## config.mk

```make
export PLATFORM = sky130hd
export DESIGN_NAME = led_blink_tx_flat
export DESIGN_NICKNAME = d
export VERILOG_FILES = /design/src/rtl/led_blink_tx_if.sv /design/src/rtl/led_blink_tx.sv /design/src/flat_wrapper.sv
export SDC_FILE = /design/constraint.sdc
export NUM_CORES = 1
export LEC_CHECK = 0
export CORE_UTILIZATION = 60
export DETAILED_ROUTE_END_ITERATION = 10
export GPL_ROUTABILITY_DRIVEN = 0
export PLACE_DENSITY_LB_ADDON = 0.15
export SLEW_MARGIN = 20
export SYNTH_ARGS = -nofsm -noshare
export SYNTH_HDL_FRONTEND = slang
export SYNTH_SLANG_ARGS = --single-unit
```

## constraint.sdc

```tcl
create_clock -name CLK -period 2.9 [get_ports CLK]
set_clock_uncertainty 0.15 [all_clocks]
set_input_delay 0.58 -clock CLK [delete_from_list [all_inputs] [get_ports CLK]]
set_output_delay 0.58 -clock CLK [all_outputs]
set_load 0.01 [all_outputs]
```

## src/rtl/led_blink_tx_if.sv

```systemverilog
// Word handshake between upstream status logic and the LED blink transmitter.
// The master is the word producer. The slave is the blinker.
interface led_blink_tx_if #(
   parameter int CNT_W = 4
);
   logic [CNT_W-1:0] DATA;
   logic             VALID;
   logic             READY;

   modport master (output DATA, output VALID, input READY);
   modport slave  (input DATA, input VALID, output READY);
endinterface

```

## src/rtl/led_blink_tx.sv

```systemverilog
// LED blink transmitter: blinks the LED DATA times, then holds it dark for an
// inter-word gap before accepting the next word over a VALID/READY handshake.
module led_blink_tx #(
   parameter int CNT_W     = 4,
   parameter int ON_TICKS  = 3200000,
   parameter int OFF_TICKS = 3200000,
   parameter int GAP_TICKS = 12000000
) (
   input  logic         CLK,
   input  logic         RESET_N,
   led_blink_tx_if.slave bus,
   output logic         BUSY,
   output logic         DONE,
   output logic         LED
);

   localparam int MAX_A     = (ON_TICKS > OFF_TICKS) ? ON_TICKS : OFF_TICKS;
   localparam int MAX_TICKS = (MAX_A > GAP_TICKS) ? MAX_A : GAP_TICKS;
   localparam int TW        = $clog2(MAX_TICKS) + 1;

   localparam logic [TW-1:0] ON_LOAD  = TW'(ON_TICKS - 1);
   localparam logic [TW-1:0] OFF_LOAD = TW'(OFF_TICKS - 1);
   localparam logic [TW-1:0] GAP_LOAD = TW'(GAP_TICKS - 1);

   typedef enum logic [1:0] {IDLE, ON, OFF, GAP} state_t;

   state_t           state, state_n;
   logic [TW-1:0]    timer, timer_n;
   logic [CNT_W-1:0] rem, rem_n;
   logic             accept;

   assign accept = bus.VALID && bus.READY;

   // NOTE: every combinational output gets a default first so no path can
   // leave it unassigned and infer a latch.
   always_comb begin
      state_n = state;
      timer_n = timer;
      rem_n   = rem;
      case (state)
         IDLE: begin
            if (accept) begin
               rem_n = bus.DATA;
               if (bus.DATA != '0) begin
                  state_n = ON;
                  timer_n = ON_LOAD;
               end else begin
                  state_n = GAP;
                  timer_n = GAP_LOAD;
               end
            end
         end
         ON: begin
            if (timer == '0) begin
               // rem is at least 1 here, so the decrement never wraps.
               rem_n = rem - CNT_W'(1);
               if (rem == CNT_W'(1)) begin
                  state_n = GAP;
                  timer_n = GAP_LOAD;
               end else begin
                  state_n = OFF;
                  timer_n = OFF_LOAD;
               end
            end else begin
               timer_n = timer - TW'(1);
            end
         end
         OFF: begin
            if (timer == '0) begin
               state_n = ON;
               timer_n = ON_LOAD;
            end else begin
               timer_n = timer - TW'(1);
            end
         end
         GAP: begin
            if (timer == '0) begin
               state_n = IDLE;
               timer_n = '0;
            end else begin
               timer_n = timer - TW'(1);
            end
         end
         default: begin
            state_n = IDLE;
            timer_n = '0;
         end
      endcase
   end

   // Outputs are registered from the next-state decode so they line up with
   // the state they describe.
   // NOTE: sequential state uses non-blocking assignments so every flop
   // samples the pre-edge values, independent of statement order.
   always_ff @(posedge CLK) begin
      // NOTE: reset is synchronous; it aborts any word in flight and clears
      // every register, including the timer and remaining count.
      if (!RESET_N) begin
         state     <= IDLE;
         timer     <= '0;
         rem       <= '0;
         LED       <= 1'b0;
         DONE      <= 1'b0;
         bus.READY <= 1'b1;
         BUSY      <= 1'b0;
      end else begin
         state     <= state_n;
         timer     <= timer_n;
         rem       <= rem_n;
         LED       <= (state_n == ON);
         DONE      <= (state_n == GAP) && (timer_n == '0);
         bus.READY <= (state_n == IDLE);
         BUSY      <= (state_n != IDLE);
      end
   end

endmodule

```

## src/flat_wrapper.sv

```systemverilog
// flat-port wrapper written by rule: the top's interface ports become plain ports
module led_blink_tx_flat 
#(
   parameter int CNT_W     = 4,
   parameter int ON_TICKS  = 3200000,
   parameter int OFF_TICKS = 3200000,
   parameter int GAP_TICKS = 12000000
)
  (CLK, RESET_N, BUSY, DONE, LED, bus_DATA, bus_VALID, bus_READY);
  led_blink_tx_if #(.CNT_W(CNT_W)) bus_i ();
  input  logic CLK;
  input  logic RESET_N;
  output logic BUSY;
  output logic DONE;
  output logic LED;
  input wire logic [$bits(bus_i.DATA)-1:0] bus_DATA;
  input wire logic [$bits(bus_i.VALID)-1:0] bus_VALID;
  output wire logic [$bits(bus_i.READY)-1:0] bus_READY;
  assign bus_i.DATA = bus_DATA;
  assign bus_i.VALID = bus_VALID;
  assign bus_READY = bus_i.READY;
  led_blink_tx #(.CNT_W(CNT_W), .ON_TICKS(ON_TICKS), .OFF_TICKS(OFF_TICKS), .GAP_TICKS(GAP_TICKS)) u_core (.CLK(CLK), .RESET_N(RESET_N), .bus(bus_i), .BUSY(BUSY), .DONE(DONE), .LED(LED));
endmodule
```

### Word-level counts from Yosys, hierarchy flattened

Index checks and enable logic that the tools add are counted.

* bits in registers: 35
* bits of input ports: 7
* output and inout port bits: 4
* word-level logic and storage cells: 44

* $add $sub $neg: 2
* equal/unequal tests: 8
* muxes and demuxes: 17
* reductions and logical operators: 10

Operators by type and width (number)
* $mux W25: 4
* $pmux W25 S4: 1
* $logic_not A25 Y1: 2
* $mux W24: 2
* $sub A25 B1 Y25 const B: 1
* $mux W2: 5
* $mux W4: 2
* $pmux W2 S4: 1
* $pmux W4 S2: 1
* $eq A2 B2 Y1 const B: 3
* $eq A2 B1 Y1 const B: 2
* $eq A4 B1 Y1 const B: 1
* $logic_not A2 Y1: 2
* $ne A2 B1 Y1 const B: 2
* $reduce_bool A2 Y1: 2
* $reduce_bool A4 Y1: 1
* $sub A4 B1 Y4 const B: 1
* $reduce_and A3 Y1: 1
* $logic_and A1 B1 Y1: 2
* $mux W1: 1

### Longest topological paths before layout

Gate-level depths: netlist of run 1.

* depth after elaboration: 6
* mapped depth: 12
* mapped depth without buffers: 12

### Worst setup path after synthesis of run 1

No wires, ideal clock.

* kind: reg-to-reg
* start: register u_core.timer[0]
* end: register u_core.DONE
* arrival time: 2347 ps
* setup slack: 315 ps
* cell stages (with the launch flop): 11
* path buffers: 0
* path through: dfxtp_1 > inv_1 > ha_1 > nor4b_2 > nand4_4 > nor3_4 > nand2_1 > o221ai_1 > a21oi_1 > or4_1 > nor4_2

* cells in the longest elaborated chain, start to end: 5
* elaborated cells on any way between the ends: 14
* classes of those cells: add/sub (1); eq/ne (1); mux (9); reduce/logical (3)

Ends and longest elaborated chain
* start, declared: line led_blink_tx.sv:28 `logic [TW-1:0] timer, timer_n;`
* start signal, assigned: line led_blink_tx.sv:108 `timer <= timer_n;`
* $sub A25 B1 Y25 or $logic_not A25 Y1 (tied branches)
* $mux W25, or another cell as far along: line led_blink_tx.sv:77 `if (timer == '0) begin`
* $pmux W25 S4 or $pmux W2 S4 (tied branches): line led_blink_tx.sv:40 `case (state)`
* $logic_not A25 Y1 or $eq A2 B2 Y1 (tied branches): line led_blink_tx.sv:111 `DONE <= (state_n == GAP) && (timer_n == '0);`
* $logic_and A1 B1 Y1 (*): line led_blink_tx.sv:111
* end signal, assigned: line led_blink_tx.sv:111
* end, declared: line led_blink_tx.sv:13 `output logic DONE,`

Mark *: on every way between the ends. The rest lies on a longest branch, timed or not.
A chain may end at the register's enable or synchronous reset.

### Worst setup path after layout of run 1

Ends and elaborated chain as after synthesis.

==> metrics.txt, run 1 <==
share of the synthesized area in the top cell type=0.288; largest net degree at the start of global routing=18; CP startpoint kind=flip-flop; post-synthesis cell type count=65; leading area contributor after synthesis=dfxtp_1; CTS Buf Count=5; ANT nets after route=0; Critical Path Sink Type=flip-flop; Arr. time, crit path=3.06 ns; combinational cell fraction of total power=0.484; Clock Power Share=0.188; post-route core utilization=0.835; violations in the final reports=setup timing; CTS Buffer Depth=2; global-route wire length before repair=12400 um; Mapped Area=0.00243 mm^2; site row count=22; final net count=375; Final Max Tran Viols=0; number of DRC markers in iteration 0=425; via/cell ratio=7.17; hold_buf cts=0; DR pass1 iterations=6; root buf cell=clkbuf_8; Hold Path Class=reg2reg; Clk Latency, worst-skew pair=0.29 ns; Clock transition at path regs=0.08 ns; worst path required time=2.96 ns; post-route insts no fill=413; WL per Instance=20.9 um; initial core utilization=0.646; Warnings, synthesis=0; via count=2962; most numerous cell in the Yosys netlist=dfxtp_1; flip-flop and latch count after synthesis=35; slew margin rel.=0.465; RSZ-0062 raised after global routing=yes; worst vdd ir=0.000375 V; static leakage=1.27 nW; critical path class=reg2reg; layout cells sized above 1=0.290; Max Fanout on Critical Path=5; hpwl dp=5680 um; Sw Share=0.417; H-tree depth=2; Syn Area/Cell=8.12 um^2; placed cell area=0.00292 mm^2; Mapped Nets=311; sw power=0.780 mW; residual DRC count=0; Total Wirelength=8650 um; sequential cell area fraction in the yosys report=0.288; slew of the pin with the lowest slew margin=0.793 ns; grt ovf=0; number of port buffers=10; Post-synth EDFFs=0; most frequent cells after synthesis=dfxtp_1 (35), nor2_1 (34), nand2_1 (29); core area=0.00377 mm^2; status=complete, but fails checks; clock sinks=35; Pint=1.09 mW; async set-reset flop share out of synthesis=0; Tmin final=2.99 ns; post-layout instance area=0.00315 mm^2; final critical-path share of the clock period=1.03; initial antenna violation count=0; part of the power in registers=0.328; Max Cap Viol=0; Fin. Hold Viols=0; Top FF cell, synth=dfxtp_1; overall power=1.87 mW; Setup Viol. Count Final=1; Placed Cells incl. Taps=398; pwr dens=595 mW/mm^2; number of global-route vias before repair=2557; n_diodes=0; top post-synthesis cells by area=dfxtp_1 (29%), nor2_1 (5.2%), o21ai_0 (4.7%), nand2_1 (4.5%), nor4_4 (4.4%); Area Growth Syn to Fin=29.3%; CTS tree=yes; Die W=65.7 um; gr usage total=0.385; fmax=0.334 GHz; io pins=11; Syn Inst Count=300; Die Ht=65.7 um; worst setup margin=-0.0921 ns; die area=0.00432 mm^2
[stage by stage]
step                      hold slack, ns  setup TNS [ns]  setup WS, ns
after CTS                          0.385               0       0.00781
after global placement             0.361         -0.0693       -0.0693
after detailed placement           0.366         -0.0859       -0.0859
after floorplan                    0.334               0         0.315
final                              0.379         -0.0921       -0.0921
after global routing               0.420          -0.155        -0.155
[path summary, 6_finish.rpt]
path                                      start       endpoint  slack [ns]  depth (start not counted)
worst min-delay path              u_core.rem[1]  u_core.rem[1]        0.38                          2
worst max-delay path            u_core.timer[0]    u_core.DONE       -0.09                         11
worst max register to register  u_core.timer[0]    u_core.DONE       -0.09                         11
worst min register to register    u_core.rem[1]  u_core.rem[1]        0.38                          2
[state kept, by name, indices dropped and copies added, names as in the netlist]
name,cells
u_core.bus.READY,1
u_core.state,2
u_core.BUSY,1
u_core.timer,25
u_core.DONE,1
u_core.LED,1
u_core.rem,4
[power groups by stage]
stage	Sequential (mW)	Combinational, mW	Clock [mW]
detailed placement	0.614	0.796	0
global placement	0.611	0.779	0
CTS	0.604	0.803	0.350
finish	0.615	0.906	0.352
floorplan	0.601	0.497	0
global route	0.620	0.950	0.371
[kinds of logic (layout without fill, tap and decap cells)]
kind of cell / count (synthesis) / in the layout / synth area share
mux: 1 / 1 / 0.00411
flops: 35 / 35 / 0.288
buf+inv: 23 / 88 / 0.0509
fa+ha+maj: 4 / 4 / 0.0206
compound gates: 92 / 92 / 0.261
xor+xnor: 2 / 2 / 0.00720
simple gates: 143 / 143 / 0.369
[cell usage in the layout (no fill, tap or decap), drive strengths merged, types with 9 or more instances in the layout]
cell type,synthesis,routed
a21oi,18,18
a31oi,10,10
and2,10,10
buf,9,58
clkdlybuf4s50,0,10
dfxtp,35,35
inv,12,12
nand2,30,30
nand3,9,9
nor2,34,34
nor3,15,15
nor4,13,13
o21ai,25,25
[cell type report]
class / count / area (um^2)
Timing Repair Buffer: 68 / 561
Fill cell: 226 / 622
Sequential cell: 35 / 704
Tap cell: 48 / 60.1
Inverter: 12 / 47.5
Clock inverter: 3 / 15.0
Clock buffer: 5 / 68.8
Multi-Input combinational cell: 242 / 1690
[timing repair]
| action | in CTS | in global routing |
|---|---|---|
| endpoints found under the setup margin | 0 | 5 |
| buffers inserted | 0 | 7 |
| hold endpoints to repair | 0 | 0 |
| resized for setup | 0 | 20 |
[per-layer routing]
metal,up-vias,wire length (um),track usage
met1,1352,3200,0.503
met3,86,993,0.0625
met2,267,3880,0.617
li1,1257,-,-
met5,-,0,0
met4,0,578,0.166
[worst max-delay path, stage by stage, from the launching register on]
cell      delay, ns
dfxtp_2        0.34
inv_4          0.07
ha_1           0.18
or3b_2         0.58
nor4_4         0.35
buf_4          0.20
nand3_1        0.08
nand2_1        0.08
a31oi_1        0.13
a311oi_1       0.30
nand4_1        0.20
nor4_4         0.27
No activity file was read; power rests on OpenSTA's default activity.
==> inputs of run 2 (changes only) <==
--- a/config.mk
+++ b/config.mk
@@ -7,3 +7,4 @@
 export LEC_CHECK = 0
-export CORE_UTILIZATION = 60
+export CORE_UTILIZATION = 55
+export CTS_CLUSTER_DIAMETER = 60
 export DETAILED_ROUTE_END_ITERATION = 10
==> constraint.sdc (replaced) <==
create_clock -name CLK -period 2.5 [get_ports CLK]
set_clock_uncertainty 0.15 [all_clocks]
set_input_delay 0.375 -clock CLK [delete_from_list [all_inputs] [get_ports CLK]]
set_output_delay 0.375 -clock CLK [all_outputs]
set_load 0.01 [all_outputs]
==> run 2 against run 1 <==
  * The flow now stops in global routing (5_1_grt)
  * Synthesized area is the same
  * Synthesized cell count is the same
==> metrics.txt, run 2 <==
grt ovf=2; status=did not finish; Die Ht=68.5 um; worst_ep grt=u_core.DONE$_SDFF_PN0_/D; async set-reset flop share out of synthesis=0; most numerous cell in the Yosys netlist=dfxtp_1; hpwl dp=6330 um; H-tree depth=2; Post-synth EDFFs=0; CTS Buffer Depth=2; post-synthesis cell type count=65; gr usage total=0.691; share of the synthesized area in the top cell type=0.288; worst_ep kind=register input; Warnings, synthesis=0; CTS Buf Count=5; error msg=[ERROR GRT-0232] Routing congestion too high. Check the congestion heatmap in the GUI.; top post-synthesis cells by area=dfxtp_1 (29%), nor2_1 (5.2%), o21ai_0 (4.7%), nand2_1 (4.5%), nor4_4 (4.4%); clock sinks=35; initial core utilization=0.592; Top FF cell, synth=dfxtp_1; placed cell area=0.00331 mm^2; largest net degree at the start of global routing=18; Syn Inst Count=300; root buf cell=clkbuf_8; site row count=23; hold_buf cts=0; leading area contributor after synthesis=dfxtp_1; most frequent cells after synthesis=dfxtp_1 (35), nor2_1 (34), nand2_1 (29); Mapped Area=0.00243 mm^2; Die W=68.5 um; number of port buffers=10; flip-flop and latch count after synthesis=35; io pins=11; Mapped Nets=311; Fail Step=global routing (5_1_grt); sequential cell area fraction in the yosys report=0.288; Syn Area/Cell=8.12 um^2
[run 2: cell counts after synthesis]
Identical to the previous run, type by type.
[run 2: kinds of logic after synthesis]
family                   count (synthesis)  synth area share
flip-flops                              35             0.288
multiplexers                             1           0.00411
adder cells (fa/ha/maj)                  4            0.0206
AO/OA/AOI/OAI                           92             0.261
XOR/XNOR                                 2           0.00720
AND/OR/NAND/NOR                        143             0.369
buffers and inverters                   23            0.0509
[run 2: metrics by stage]
stage / setup TNS [ns] / util / hold slack, ns / worst slack, ns / cells
after floorplan: 0 / - / 0.334 / 0.000937 / 300
after global placement: -0.399 / 0.805 / 0.356 / -0.297 / 448
after detailed placement: -0.648 / 0.805 / 0.372 / -0.331 / 448
after CTS: -0.238 / 0.854 / 0.388 / -0.225 / 463
[run 2: repair_timing]
item                                    in CTS
pin swaps                                   10
endpoints found under the setup margin      10
endpoints found under the hold margin        0
resized for setup                           18
setup buffers                                7
[run 2: metal layers]
layer / global-route usage / overflow
met1: 0.721 / 0
met2: 0.857 / 1
met3: 0.531 / 0
met5: 0.150 / 0
met4: 0.625 / 1
==> inputs of run 3 (changes only) <==
CORE_UTILIZATION = 40   (was 55)
CTS_CLUSTER_DIAMETER = unset   (was 60)
clock period = 3.25 ns   (was 2.5 ns; I/O delays follow)
==> run 3 against run 2 <==
  * The run now ends clean
==> metrics.txt, run 3 (synthesized netlist as in run 1, its figures left out) <==
most frequent cells in the layout=dfxtp_1 (35), nor2_1 (34), nand2_1 (29), o21ai_0 (23), a21oi_1 (16); DR pass1 iterations=4; worst vdd ir=0.000181 V; CTS Buffer Depth=2; H-tree depth=2; clock sinks=35; slowest stage delay, CP=0.53 ns; setup_tns=0 ns; worst reg2reg startpoint=u_core.timer[0]; Final Max Tran Viols=0; largest reg by FF count=u_core.timer; slowest CP cell=a21oi_2; CTS tree=yes; worst path required time=3.31 ns; critical path class=reg2reg; RSZ-0062 raised after global routing=no; layout cells sized above 1=0.149; status=finished clean; static leakage=1.03 nW; Worst Hold End=u_core.rem[1]; Die W=80.0 um; Placed Cells incl. Taps=389; number of port buffers=10; slew of the pin with the lowest slew margin=0.680 ns; initial core utilization=0.414; n_diodes=0; Clk Latency, worst-skew pair=0.29 ns; Area Growth Syn to Fin=14.0%; die area=0.00640 mm^2; ANT nets after route=0; core area=0.00589 mm^2; final net count=332; CP startpoint kind=flip-flop; fmax=0.327 GHz; pwr dens=551 mW/mm^2; Critical Path Sink Type=flip-flop; post-route insts no fill=397; number of DRC markers in iteration 0=269; Tmin final=3.06 ns; io pins=11; number of global-route vias before repair=2316; worst hold start=u_core.rem[1]; Setup Viol. Count Final=0; Die Ht=80.0 um; global-route wire length before repair=12100 um; gr usage total=0.253; hpwl dp=5590 um; R2R Setup Slk=0.19 ns; worst reg2reg path depth=10; via/cell ratio=5.98; Max Fanout on Critical Path=13; root buf cell=clkbuf_8; Hold Path Cell Cnt=2; crit-path leading delay family=simple AND/OR/NAND/NOR gates; final critical-path share of the clock period=0.941; Max Cap Viol=0; worst setup path start=u_core.timer[0]; max FFs per register=25; FF-to-FF End=u_core.DONE; largest net degree at the start of global routing=17; Hold Path Class=reg2reg; Total Wirelength=7480 um; Clock transition at path regs=0.07 ns; WL per Instance=18.8 um; initial antenna violation count=0; slew margin rel.=0.541; via count=2373; Bufs and invs on worst path=1; Arr. time, crit path=3.12 ns; hold_buf cts=0; biggest regs=u_core.timer x25, u_core.rem x4, u_core.state x2; site row count=28; CTS Buf Count=5; CP Cell Sequence=inv_1, ha_1, nor4b_4, and4_1, a21oi_2, a31o_2, a21oi_1, nor4b_1, nand4_1, nor4_2; grt ovf=0; Fin. Hold Viols=0; commonest non-fill, non-tap cell in the layout=dfxtp_1; stages on the worst setup path=10; residual DRC count=0
## run 3: where the power goes
group          switching, mW  leakage, nW  internal, mW
combinational          0.370        0.687         0.242
clock                  0.160       0.0515         0.193
sequential            0.0848        0.288         0.479
## run 3: layout make-up
class | instances | area [um^2]
Fill cell | 601 | 3110
Multi-Input combinational cell | 242 | 1620
Timing Repair Buffer | 25 | 213
Sequential cell | 35 | 701
Inverter | 12 | 45.0
Clock buffer | 8 | 100
Tap cell | 75 | 93.8
## run 3: per-layer routing
layer | wire length, um | GRT usage | up-vias
met3 | 477 | 0.0480 | 25
met1 | 3400 | 0.320 | 1094
met2 | 3310 | 0.399 | 77
met5 | 0 | 0 | -
met4 | 289 | 0.141 | 0
li1 | - | - | 1177
## run 3: how the worst max path moves through the flow
stage                  endpoint
detailed placement  u_core.DONE
floorplan           u_core.DONE
CTS                 u_core.DONE
global route        u_core.DONE
finish              u_core.DONE
global placement    u_core.DONE
## run 3: stage by stage
stage               setup slack [ns]  utilization  hold slack [ns]  power [mW]  cell area, um^2
floorplan                      0.665            -            0.334       0.979             2430
global placement               0.124        0.452            0.367        1.16             2660
detailed placement             0.132        0.452            0.371        1.16             2660
CTS                            0.117        0.469            0.391        1.52             2760
global route                  0.0181        0.472            0.446        1.61             2780
finish                         0.192        0.472            0.381        1.53             2780
## run 3: worst min-delay path, delay by kind of cell (launching register included)
kind | cells | cell delay [ns]
flops | 1 | 0.35
mux | 1 | 0.07
simple gates | 1 | 0.07
## run 3: timing repair
| item | CTS | global route |
|---|---|---|
| setup buffers | 0 | 0 |
| endpoints found under the setup margin | 0 | 1 |
| gates resized for setup | 0 | 2 |
| hold endpoints to repair | 0 | 0 |
==> inputs of run 4 (changes only) <==
REMOVE_ABC_BUFFERS = 1   (was unset)
==> run 4 against run 3 <==
  * Final cell count grew 0.50%
  * Utilization grew 0.62 points
  * Flip-flop and latch count is the same
  * Global-route usage shrank 0.44 points
  * Sequential power shrank 1%
  * Register-to-register slack gained 0.07 ns
  * Sequential share of layout area shrank 0.33 points
  * Clock power grew 19%
  * Clock-buffer cell count shrank 2
  * Fmax grew 2.2%
  * Largest power group unchanged
==> metrics.txt, run 4 (synthesized netlist as in run 1, its figures left out) <==
CP Cell Sequence=inv_1, ha_1, nor4b_2, nand4_4, nor3_4, buf_4, o21ai_0, a311oi_1, nand4_1, nor4_2; commonest non-fill, non-tap cell in the layout=dfxtp_1; site row count=28; CTS Buf Count=5; Die Ht=80.0 um; critical path class=reg2reg; global-route wire length before repair=12000 um; H-tree depth=2; number of port buffers=10; RSZ-0062 raised after global routing=no; fmax=0.334 GHz; slew of the pin with the lowest slew margin=0.593 ns; Max Cap Viol=0; setup_tns=0 ns; number of DRC markers in iteration 0=203; Hold Path Class=reg2reg; Die W=80.0 um; max FFs per register=25; post-layout instance area=0.00281 mm^2; worst path required time=3.31 ns; layout cells sized above 1=0.157; ANT nets after route=0; CTS tree=yes; hpwl dp=5520 um; CP startpoint kind=flip-flop; CTS-repair resized insts=0; M2 GR Usage=0.396; Bufs and invs on worst path=2; Post-CTS Repair Setup Buffers=0; pwr dens=568 mW/mm^2; die area=0.00640 mm^2; Area Growth Syn to Fin=15.5%; biggest regs=u_core.timer x25, u_core.rem x4, u_core.state x2; met1 Usage GRT=0.320; CTS Buffer Depth=2; Clock transition at path regs=0.08 ns; Clk Latency, worst-skew pair=0.29 ns; final net count=334; slew margin rel.=0.605; slowest CP cell=nor3_4; static leakage=1.04 nW; n_diodes=0; initial antenna violation count=0; status=finished clean; number of global-route vias before repair=2321; slowest stage delay, CP=0.41 ns; via count=2467; residual DRC count=0; core area=0.00589 mm^2; Arr. time, crit path=3.05 ns; initial core utilization=0.414; Max Fanout on Critical Path=10; M3 GR Usage=0.0514; WL per Instance=18.7 um; Setup Viol. Count Final=0; final critical-path share of the clock period=0.921; root buf cell=clkbuf_8; largest reg by FF count=u_core.timer; gr usage total=0.248; hold_buf cts=0; placed cell area=0.00269 mm^2; Fin. Hold Viols=0; Critical Path Sink Type=flip-flop; io pins=11; largest net degree at the start of global routing=17; via/cell ratio=6.18; most frequent cells in the layout=dfxtp_1 (35), nor2_1 (34), nand2_1 (29), o21ai_0 (23); grt ovf=0; Tmin final=2.99 ns; DR pass1 iterations=5; Total Wirelength=7450 um; grt peak-use layer=met2; Final Max Tran Viols=0; clock sinks=35; worst vdd ir=0.000206 V; crit-path leading delay family=simple AND/OR/NAND/NOR gates
[run 4: cell types whose count changed in the layout (fill, tap and decap cells not counted), sizes merged]
cell    before  now
buf         15   17
clkbuf       8    6
bufinv       0    1
clkinv       0    1
[run 4: worst min-delay path, cell delays in order (launching register included)]
cell and delay (ns):
dfxtp_1 0.33, mux2i_1 0.12, nor2_1 0.05
[run 4: final timing paths]
path | startpoint | endpoint | slack, ns | cells past startpoint
setup reg to reg | u_core.timer[0] | u_core.DONE | 0.26 | 10
setup / recovery | u_core.timer[0] | u_core.DONE | 0.26 | 10
hold / removal | u_core.rem[1] | u_core.rem[1] | 0.39 | 2
hold reg to reg | u_core.rem[1] | u_core.rem[1] | 0.39 | 2
[run 4: power breakdown]
group	switching, mW	total [mW]	internal [mW]
logic	0.373	0.620	0.246
clock network	0.170	0.419	0.249
registers	0.0792	0.558	0.479
total	0.623	1.60	0.974
[run 4: per-layer routing]
metal	vias to the layer above	part of all wire
met5	-	0
met4	0	0.040
met3	28	0.062
met2	102	0.44
met1	1150	0.46
li1	1187	-
[run 4: metrics by stage]
step / utilization / std cells / setup slack [ns] / hold slack, ns / power (mW)
6_report: 0.478 / 399 / 0.258 / 0.390 / 1.60
4_1_cts: 0.477 / 399 / 0.138 / 0.396 / 1.59
2_1_floorplan: - / 289 / 0.539 / 0.334 / 0.957
3_3_place_gp: 0.457 / 391 / 0.109 / 0.365 / 1.17
3_5_place_dp: 0.457 / 391 / 0.152 / 0.376 / 1.17
5_1_grt: 0.478 / 399 / 0.0606 / 0.418 / 1.68
[run 4: final cells by class]
class,instances,area (um^2)
clock buffers,6,82.6
well taps,75,93.8
fillers,574,3070
clock inverters,2,35.0
repair buffers,27,240
multi-input cells,242,1610
inverters,12,45.0
flip-flops and latches,35,701
